$ cat config.mk
export PLATFORM = sky130hd
export DESIGN_NAME = pc_sequencer
export DESIGN_NICKNAME = d
export VERILOG_FILES = /design/src/rtl/cpu_pkg.sv /design/src/rtl/pc_next_calc.sv /design/src/rtl/pc_sequencer.sv
export SDC_FILE = /design/constraint.sdc
export NUM_CORES = 1
export LEC_CHECK = 0
export BUFFER_PORTS_ARGS = -buffer_cell sky130_fd_sc_hd__buf_2
export CAP_MARGIN = 30
export CELL_PAD_IN_SITES_DETAIL_PLACEMENT = 1
export CELL_PAD_IN_SITES_GLOBAL_PLACEMENT = 2
export CORE_MARGIN = 1.5
export CORE_UTILIZATION = 32
export CTS_CLUSTER_SIZE = 20
export DETAILED_ROUTE_END_ITERATION = 10
export PLACE_DENSITY_LB_ADDON = 0.25
export SYNTH_ARGS = -nofsm -noshare
export SYNTH_HDL_FRONTEND = slang
export SYNTH_SLANG_ARGS = --single-unit
$ cat constraint.sdc
create_clock -name i_clock -period 10 [get_ports i_clock]
set_input_delay 0.5 -clock i_clock [delete_from_list [all_inputs] [get_ports i_clock]]
set_output_delay 0.5 -clock i_clock [all_outputs]
set_load 0.02 [all_outputs]
$ cat src/rtl/cpu_pkg.sv
// Shared core constants: datapath width, PC-select encodings and sequencer states.
package cpu_pkg;
  localparam int XLEN = 32;

  typedef enum logic [1:0] {
    PCSEL_NEXT = 2'b00,
    PCSEL_BR   = 2'b01,
    PCSEL_JMP  = 2'b10,
    PCSEL_JR   = 2'b11
  } pc_sel_e;

  typedef enum logic {
    ST_RUN     = 1'b0,
    ST_MD_WAIT = 1'b1
  } state_e;
endpackage

$ cat src/rtl/pc_next_calc.sv
// Combinational next-PC select and adders for the fetch sequencer.
// Optional macro PC_SEQ_BEX_EN: bex with non-zero r30 overrides pc_sel with a jump to target.
module pc_next_calc
  import cpu_pkg::*;
(
  input  logic [XLEN-1:0] i_pc,
  input  logic [1:0]      i_pc_sel,
  input  logic            i_is_bne,
  input  logic            i_is_blt,
  input  logic            i_alu_ne,
  input  logic            i_alu_lt,
  input  logic [16:0]     i_imm,
  input  logic [26:0]     i_target,
  input  logic [XLEN-1:0] i_rd_val,
  input  logic            i_is_bex,
  input  logic            i_rstatus_nz,
  output logic [XLEN-1:0] o_pc_plus1,
  output logic [XLEN-1:0] o_pc_next,
  output logic            o_redirect
);
  logic [XLEN-1:0] w_br_off;
  logic [XLEN-1:0] w_jmp;
  logic            w_cond;
  logic            w_bex;

  assign o_pc_plus1 = i_pc + XLEN'(1);
  assign w_br_off   = {{(XLEN-17){i_imm[16]}}, i_imm};
  assign w_jmp      = {{(XLEN-27){1'b0}}, i_target};
  assign w_cond     = (i_is_bne & i_alu_ne) | (i_is_blt & i_alu_lt);

`ifdef PC_SEQ_BEX_EN
  assign w_bex = i_is_bex & i_rstatus_nz;
`else
  logic w_unused_bex;
  assign w_unused_bex = i_is_bex ^ i_rstatus_nz;
  assign w_bex        = 1'b0;
`endif

  always_comb begin
    o_pc_next  = o_pc_plus1;
    o_redirect = 1'b0;
    if (w_bex) begin
      o_pc_next  = w_jmp;
      o_redirect = 1'b1;
    end else begin
      case (pc_sel_e'(i_pc_sel))
        PCSEL_BR: if (w_cond) begin
          o_pc_next  = o_pc_plus1 + w_br_off;
          o_redirect = 1'b1;
        end
        PCSEL_JMP: o_pc_next = w_jmp;
        PCSEL_JR:  o_pc_next = i_rd_val;
        default:   o_pc_next = o_pc_plus1;
      endcase
    end
  end
endmodule

$ cat src/rtl/pc_sequencer.sv
// PC register, mult/div stall FSM, retired counter and sticky timeout flag.
// Optional macro PC_SEQ_BEX_EN (see pc_next_calc) enables the bex redirect.
module pc_sequencer
  import cpu_pkg::*;
#(
  parameter logic [31:0] RESET_PC   = 32'd0,
  parameter int          MD_TIMEOUT = 64,
  parameter int          CNT_W      = 32
) (
  input  logic             i_clock,
  input  logic             i_reset,
  input  logic [1:0]       i_pc_sel,
  input  logic             i_is_bne,
  input  logic             i_is_blt,
  input  logic             i_alu_ne,
  input  logic             i_alu_lt,
  input  logic [16:0]      i_imm,
  input  logic [26:0]      i_target,
  input  logic [31:0]      i_rd_val,
  input  logic             i_md_start,
  input  logic             i_md_ready,
  input  logic             i_is_bex,
  input  logic             i_rstatus_nz,
  output logic [31:0]      o_pc,
  output logic [31:0]      o_pc_plus1,
  output logic             o_stall,
  output logic             o_branch_taken,
  output logic             o_md_timeout,
  output logic [CNT_W-1:0] o_retired
);
  localparam int WCW = (MD_TIMEOUT > 1) ? $clog2(MD_TIMEOUT) : 1;

  state_e           r_state, w_state_nxt;
  logic [XLEN-1:0]  r_pc, w_pc_nxt, w_pc_next, w_pc_plus1;
  logic [WCW-1:0]   r_wcnt, w_wcnt_nxt;
  logic [CNT_W-1:0] r_retired;
  logic             r_branch_taken, r_md_timeout;
  logic             w_redirect, w_bt_nxt, w_ret_inc, w_to_set, w_wcnt_last;

  pc_next_calc u_next (
    .i_pc         (r_pc),
    .i_pc_sel     (i_pc_sel),
    .i_is_bne     (i_is_bne),
    .i_is_blt     (i_is_blt),
    .i_alu_ne     (i_alu_ne),
    .i_alu_lt     (i_alu_lt),
    .i_imm        (i_imm),
    .i_target     (i_target),
    .i_rd_val     (i_rd_val),
    .i_is_bex     (i_is_bex),
    .i_rstatus_nz (i_rstatus_nz),
    .o_pc_plus1   (w_pc_plus1),
    .o_pc_next    (w_pc_next),
    .o_redirect   (w_redirect)
  );

  assign w_wcnt_last = (r_wcnt == WCW'(MD_TIMEOUT - 1));

  always_ff @(posedge i_clock) begin
    if (i_reset) begin
      r_state        <= ST_RUN;
      r_pc           <= RESET_PC;
      r_wcnt         <= '0;
      r_retired      <= '0;
      r_branch_taken <= 1'b0;
      r_md_timeout   <= 1'b0;
    end else begin
      r_state        <= w_state_nxt;
      r_pc           <= w_pc_nxt;
      r_wcnt         <= w_wcnt_nxt;
      r_branch_taken <= w_bt_nxt;
      if (w_ret_inc) r_retired    <= r_retired + CNT_W'(1);
      if (w_to_set)  r_md_timeout <= 1'b1;
    end
  end

  // md_ready is only looked at once the wait state is entered, so the stall is at least one cycle.
  always_comb begin
    w_state_nxt = r_state;
    w_pc_nxt    = r_pc;
    w_wcnt_nxt  = r_wcnt;
    w_bt_nxt    = 1'b0;
    w_ret_inc   = 1'b0;
    w_to_set    = 1'b0;
    case (r_state)
      ST_RUN: begin
        if (i_md_start) begin
          w_state_nxt = ST_MD_WAIT;
          w_wcnt_nxt  = '0;
        end else begin
          w_pc_nxt  = w_pc_next;
          w_bt_nxt  = w_redirect;
          w_ret_inc = 1'b1;
        end
      end
      ST_MD_WAIT: begin
        w_wcnt_nxt = r_wcnt + WCW'(1);
        if (i_md_ready || w_wcnt_last) begin
          w_state_nxt = ST_RUN;
          w_pc_nxt    = w_pc_plus1;
          w_ret_inc   = 1'b1;
          w_to_set    = ~i_md_ready;
        end
      end
    endcase
  end

  assign o_pc           = r_pc;
  assign o_pc_plus1     = w_pc_plus1;
  assign o_stall        = (r_state == ST_MD_WAIT);
  assign o_branch_taken = r_branch_taken;
  assign o_md_timeout   = r_md_timeout;
  assign o_retired      = r_retired;
endmodule
==> results of run 1 <==
[cell families (layout without fill, tap and decap cells)]
kind of cell             after synthesis  after routing  synth area share
XOR/XNOR                              67             67            0.0889
buffers and inverters                 60            225            0.0388
adder cells (fa/ha/maj)               41             41            0.0788
other                                  0              1                 0
multiplexers                          26             26            0.0423
AO/OA/AOI/OAI                        260            260             0.264
flip-flops                            73             73             0.221
AND/OR/NAND/NOR                      364            364             0.266
[sequential cells by signal, indices dropped and copies added, names as in the netlist]
| name | flops |
|---|---|
| o_stall | 1 |
| o_pc | 32 |
| o_retired | 32 |
| r_wcnt | 6 |
| o_md_timeout | 1 |
| o_branch_taken | 1 |
[layout make-up]
class	count	area share
Multi-Input combinational cell	758	0.608
Sequential cell	73	0.182
Timing Repair Buffer	191	0.121
Tap cell	270	0.0420
Clock buffer	9	0.0280
Clock inverter	7	0.0104
Inverter	18	0.00841
Antenna cell	1	0.000311
[tightest hold or removal path, delay by kind of cell]
kind                   cells  cell delay [ps]
buffers and inverters      1               80
AOI/OAI and AO/OA          2              230
[cell usage in the layout (no fill, tap or decap), drive strengths merged, types with 28 or more instances in the layout]
cell type / count
buf: 191
nor2: 112
nand2: 91
dfxtp: 73
o21ai: 63
a21oi: 61
nand3: 42
ha: 40
xnor2: 34
xor2: 33
a21o: 28
[where the power goes]
group          switching, W  internal (W)
clock network      0.000149      0.000198
registers         0.0000262      0.000306
logic              0.000234      0.000136
total              0.000409      0.000640
[metrics by stage]
stage / total power (W) / setup slack, ps / cells / hold WS (ps) / area (µm²)
floorplan: 0.000582 / 5570 / 891 / 475 / 6600
global placement: 0.000703 / 5390 / 1310 / 450 / 7730
detailed placement: 0.000706 / 5330 / 1310 / 499 / 7730
CTS: 0.00106 / 5300 / 1326 / 492 / 8040
global route: 0.00111 / 4950 / 1327 / 507 / 8040
finish: 0.00105 / 5300 / 1327 / 495 / 8040
[routing by layer]
metal / track usage / vias to the layer above / share of wire
met5: 0 / - / 0
li1: - / 3613 / -
met4: 0.0551 / 0 / 0.013
met2: 0.402 / 174 / 0.48
met1: 0.317 / 3541 / 0.45
met3: 0.0438 / 19 / 0.059
[worst max path at each step]
stage,from,end,slack [ps],cells after the start
after floorplan,o_pc[0]$_SDFFE_PP0P_,o_pc[21]$_SDFFE_PP0P_,5570,16
after global placement,o_pc[0]$_SDFFE_PP0P_,o_pc[21]$_SDFFE_PP0P_,5390,16
after detailed placement,o_pc[0]$_SDFFE_PP0P_,o_pc[21]$_SDFFE_PP0P_,5330,16
after CTS,o_pc[0]$_SDFFE_PP0P_,o_pc[21]$_SDFFE_PP0P_,5300,16
after global routing,o_pc[0]$_SDFFE_PP0P_,o_pc[21]$_SDFFE_PP0P_,4950,16
final,o_pc[0]$_SDFFE_PP0P_,o_pc[21]$_SDFFE_PP0P_,5300,16
==> key figures, run 1 <==
CTS
  • Clk_lat worst skew: 350 ps
  • Clk buf depth: 2
  • Worst-path clk slew: 70 ps
  • Root Buffer: clkbuf_16
  • CTS Sinks: 73
  • Htree depth: 3
  • Num CTS Buffers: 9
  • CTS tree: done
  • Hold-fix buffers, CTS: 0
  • PostCTS Resize Cnt: 0
  • Setup Buffers After CTS: 0

Hold path
  • Hold Path End: o_pc[31]$_SDFFE_PP0P_
  • Worst hold path depth: 3
  • HP Start: i_rd_val[31]
  • Tightest Hold Check Type: primary input to flop

Setup path
  • Crit. End Element: flop
  • R2R Path End: o_pc[21]$_SDFFE_PP0P_
  • Sum of buffers and inverters on the critical path: 0
  • Slowest-stage cell, CP: dfxtp_1
  • Worst Reg-to-Reg Cells: 16
  • CP cell instances: ha_1, and3_2, and2_1, nand3_1, nor2_1, and3_1, xor2_1, ha_1, and3_1, and4_4, a32oi_2, a31oi_1, or3_1, a311oi_1, a21boi_1, a221o_1
  • Critical path class: flop to flop
  • Slowest cell delay on critical path: 440 ps
  • Nature of the critical path startpoint: flop
  • Crit-path max FO: 7
  • Flop-to-flop setup slack: 5300 ps
  • RR Startpoint: o_pc[0]$_SDFFE_PP0P_
  • Req. time, crit path: 10,240 ps
  • Crit-path leading delay family: simple AND/OR/NAND/NOR gates
  • Arrival time at the worst endpoint: 4940 ps

Status
  • Status: complete, no violations

Logic synthesis
  • Most numerous cell in the Yosys netlist: nor2_1
  • Cell area after synthesis: 6600 µm²
  • Synth top area cells: dfxtp_1 22%, ha_1 7.6%, nor2_1 6.3%
  • Register area share after synthesis: 0.221
  • Post-synth EDFFs: 0
  • Synth Register Bits: 73
  • Commonest cells post-synth: 111 x nor2_1, 90 x nand2_1, 73 x dfxtp_1
  • Synth cell types: 75
  • Fraction of registers with async set/reset: 0
  • Top cell type's share of synthesized area: 0.221
  • Mapped Cells: 891
  • Syn_area_per_cell: 7.41 µm²
  • Main flop type after synthesis: dfxtp_1
  • Ys Warns: 0
  • Post-synth top area cell: dfxtp_1
  • Synthesized Nets: 1,020

Timing
  • Slew Viols, Final: 0
  • RSZ-0062 raised after global routing: false
  • Max frequency: 213 MHz
  • Setup violations, final: 0
  • Layout Skew: 9.78 ps
  • Slew headroom: 0.306
  • Final Cycle Share: 0.470
  • Final hold vios: 0
  • Worst-Margin Slew: 1040 ps
  • Setup TNS Final: 0 ps
  • Tmin final: 4700 ps

Cells and area
  • Final layout net count: 1,180
  • Area of the multi-input gates: 4890 µm²
  • Area delta synth->final: 21.7%
  • Filler cells: 2,592
  • Share of cells above drive strength 1: 0.226
  • Sequential standard cell area: 1460 µm²
  • Fin util: 0.397

Die
  • Die area: 21,500 µm²
  • Initial Utilization: 0.326
  • DIE HEIGHT: 147 µm
  • Die W: 147 µm
  • Core Rows: 52
  • Core area: 20,200 µm²
  • Ports: 187

Detailed routing
  • Vias/cell: 5.54
  • Post-route antenna net violation count: 0
  • Total number of vias: 7,347
  • DRT Pass-1 Iters: 6
  • # DRC: 0
  • DR WL/cell: 19.5 µm
  • Final wirelength: 25,900 µm
  • Starting DRC count in detailed routing: 308

Global routing
  • Initial antenna violation count: 1
  • First-pass GRT wire length: 40,800 µm
  • Pin count of the biggest net entering global routing: 71
  • Number of global-route vias before repair: 7,416
  • Gr usage total: 0.240
  • Gr ovfl total: 0

Power
  • Leak: 3.63 nW
  • VDD IR max: 0.0728 mV
  • PD cells: 131 nW/µm²

Job
  • Max-cap violations: 0

Placed design
  • GP Congestion: 0.883
  • Port Buffer Count: 184
  • Dpl hpwl: 19,500 µm
Note: power is estimated with default switching activity, not from simulation.
==> run 2: changes to the inputs <==
- CORE_UTILIZATION: 32 -> 29
- clock period: 10 -> 4.85 ns (I/O delays scaled with it)
==> run 2 against run 1 <==
  * Die area rose by 10%
  * Via count grew 1.4%
  * Core utilization shrank 3.6 points
  * Sequential share of layout area down 0.22 points
  * Hold slack worse by 270 ps
  * Maximum frequency increased by 3.9%
  * First-iteration DRC count rose by 22%
  * Combinational power increased by 110%
  * Clock skew hardly changed
==> key figures, run 2 (synthesis results as in run 1) <==
Detailed routing
  • Final wirelength: 27,300 µm (+5.6%)
  • # DRC: 0 (unchanged)
  • Starting DRC count in detailed routing: 375 (+22%)
  • Post-route antenna net violation count: 0 (unchanged)
  • Vias/cell: 5.52 (-0.34%)
  • Total number of vias: 7,449 (+1.4%)
  • DR WL/cell: 20.2 µm (+3.8%)
  • DRT Pass-1 Iters: 5 (-1)

Power
  • Design Power: 0.00219 W (+110%)
  • PD cells: 270 nW/µm² (+110%)
  • VDD IR max: 0.199 mV (+170%)
  • Leak: 3.67 nW (+1.1%)

Global routing
  • Initial antenna violation count: 1 (unchanged)
  • GRT Max-Usage Layer: met2
  • GR Layer Usage met2: 0.389 (-0.0130)
  • Met3 Track Usage GR: 0.0434 (-0.000345)
  • Gr usage total: 0.228 (-0.0118)
  • Gr ovfl total: 0 (unchanged)
  • Met1 usage: 0.293 (-0.0244)
  • First-pass GRT wire length: 42,200 µm (+3.5%)
  • Number of global-route vias before repair: 7,492 (+1.0%)
  • Pin count of the biggest net entering global routing: 39 (-45%)

Timing
  • Tmin final: 4520 ps (-176 ps)
  • Max frequency: 221 MHz (+3.9%)
  • RSZ-0062 raised after global routing: false
  • Slew Viols, Final: 0 (unchanged)
  • Setup violations, final: 0 (unchanged)
  • Worst-Margin Slew: 1000 ps (-37.0 ps)
  • Final Cycle Share: 0.933 (+0.463)
  • Setup TNS Final: 0 ps (unchanged)
  • Fin worst setup slack: 326 ps (-4970 ps)
  • Final hold vios: 0 (unchanged)
  • Slew headroom: 0.329 (+0.0222)
  • Layout Skew: 9.96 ps (+0.183 ps)

Cells and area
  • Final layout net count: 1,188 (+0.68%)
  • Area delta synth->final: 23.2%
  • Commonest non-fill, non-tap cell in the layout: buf_2
  • Most frequent cells in the layout: 184 x buf_2, 110 x nor2_1, 90 x nand2_1, 73 x dfxtp_1, 63 x o21ai_0
  • Filler cells: 2,862 (+10%)
  • Fin cells: 1,350 (+1.7%)
  • Share of cells above drive strength 1: 0.236 (+0.00958)

Placed design
  • Dpl ws: 164 ps (-5160 ps)
  • Dpl hpwl: 21,000 µm (+7.7%)
  • Port Buffer Count: 184 (unchanged)
  • GP Congestion: 0.922 (+4.4%)
  • Placed insts: 1,333 (+1.8%)

CTS
  • Hold-fix buffers, CTS: 0 (unchanged)
  • Num CTS Buffers: 9 (unchanged)
  • Clk_lat worst skew: 360 ps (about the same)
  • Htree depth: 3 (unchanged)
  • CTS Sinks: 73 (unchanged)
  • Root Buffer: clkbuf_16
  • CTS tree: done
  • PostCTS Resize Cnt: 0 (unchanged)
  • Setup Buffers After CTS: 0 (unchanged)
  • Clk buf depth: 2 (unchanged)
  • Worst-path clk slew: 70 ps (about the same)

Die
  • Die W: 154 µm (+4.9%)
  • Core Rows: 55 (+5.8%)
  • Initial Utilization: 0.293 (-0.0329)
  • DIE HEIGHT: 154 µm (+4.9%)
  • Core area: 22,500 µm² (+11%)
  • Die area: 23,700 µm² (+10%)
  • Ports: 187 (unchanged)

Setup path
  • Nature of the critical path startpoint: flop
  • Critical path class: flop to flop
  • Arrival time at the worst endpoint: 4770 ps (-170 ps)
  • Req. time, crit path: 5090 ps (-5150 ps)
  • Worst Reg-to-Reg Cells: 16 (unchanged)
  • Crit. End Element: flop
  • Crit-path max FO: 7 (unchanged)

Hold path
  • Tightest Hold Check Type: primary input to flop
  • Worst hold path depth: 3 (unchanged)

Status
  • Status: complete, no violations

Job
  • Max-cap violations: 0 (unchanged)
run 2: stage by stage:
stage | hold slack [ps] | utilization | cell area, µm²
6_report | 221 | 0.362 | 8140
5_1_grt | 236 | 0.362 | 8140
4_1_cts | 214 | 0.361 | 8120
3_5_place_dp | 466 | 0.347 | 7800
3_3_place_gp | 463 | 0.347 | 7800
2_1_floorplan | 459 | - | 6600
run 2: layout make-up:
class	instances	area, µm²	area share
sequential	73	1460	0.180
multi-input combinational	758	4900	0.603
tap	285	357	0.0438
timing repair buffer	199	1030	0.127
clock buffer	9	225	0.0277
antenna	1	2.50	0.000308
clock inverter	7	86.3	0.0106
inverter	18	67.6	0.00830
run 2: routing by layer:
metal / share of wire / vias to the layer above
li1: - / 3645
met1: 0.46 / 3599
met2: 0.47 / 173
met3: 0.051 / 32
met4: 0.018 / 0
met5: 0 / -
run 2: critical path, stage by stage, from the launching register on:
cell and delay, ps:
dfxtp_1 450, ha_2 270, and3_2 220, and2_1 170
nand3_1 220, nor2_2 250, and3_1 190, xor2_1 240
ha_1 350, and3_1 240, and4_4 200, a32oi_2 250
a31oi_2 210, or3_1 400, a311oi_2 310, a21boi_1 100
a221o_1 330
run 2: power breakdown:
| part | switching, W | internal [W] | leakage, nW |
|---|---|---|---|
| clock | 0.000320 | 0.000410 | 0.150 |
| sequential | 0.0000507 | 0.000631 | 0.595 |
| combinational | 0.000495 | 0.000287 | 2.93 |
run 2: final timing paths:
kind | slack [ps] | to | from
setup / recovery | 330 | o_pc[21]$_SDFFE_PP0P_ | o_pc[0]$_SDFFE_PP0P_
hold / removal | 220 | o_pc[31]$_SDFFE_PP0P_ | i_rd_val[31]
setup reg to reg | 330 | o_pc[21]$_SDFFE_PP0P_ | o_pc[0]$_SDFFE_PP0P_
hold reg to reg | 480 | o_md_timeout$_SDFFE_PP0P_ | o_md_timeout$_SDFFE_PP0P_
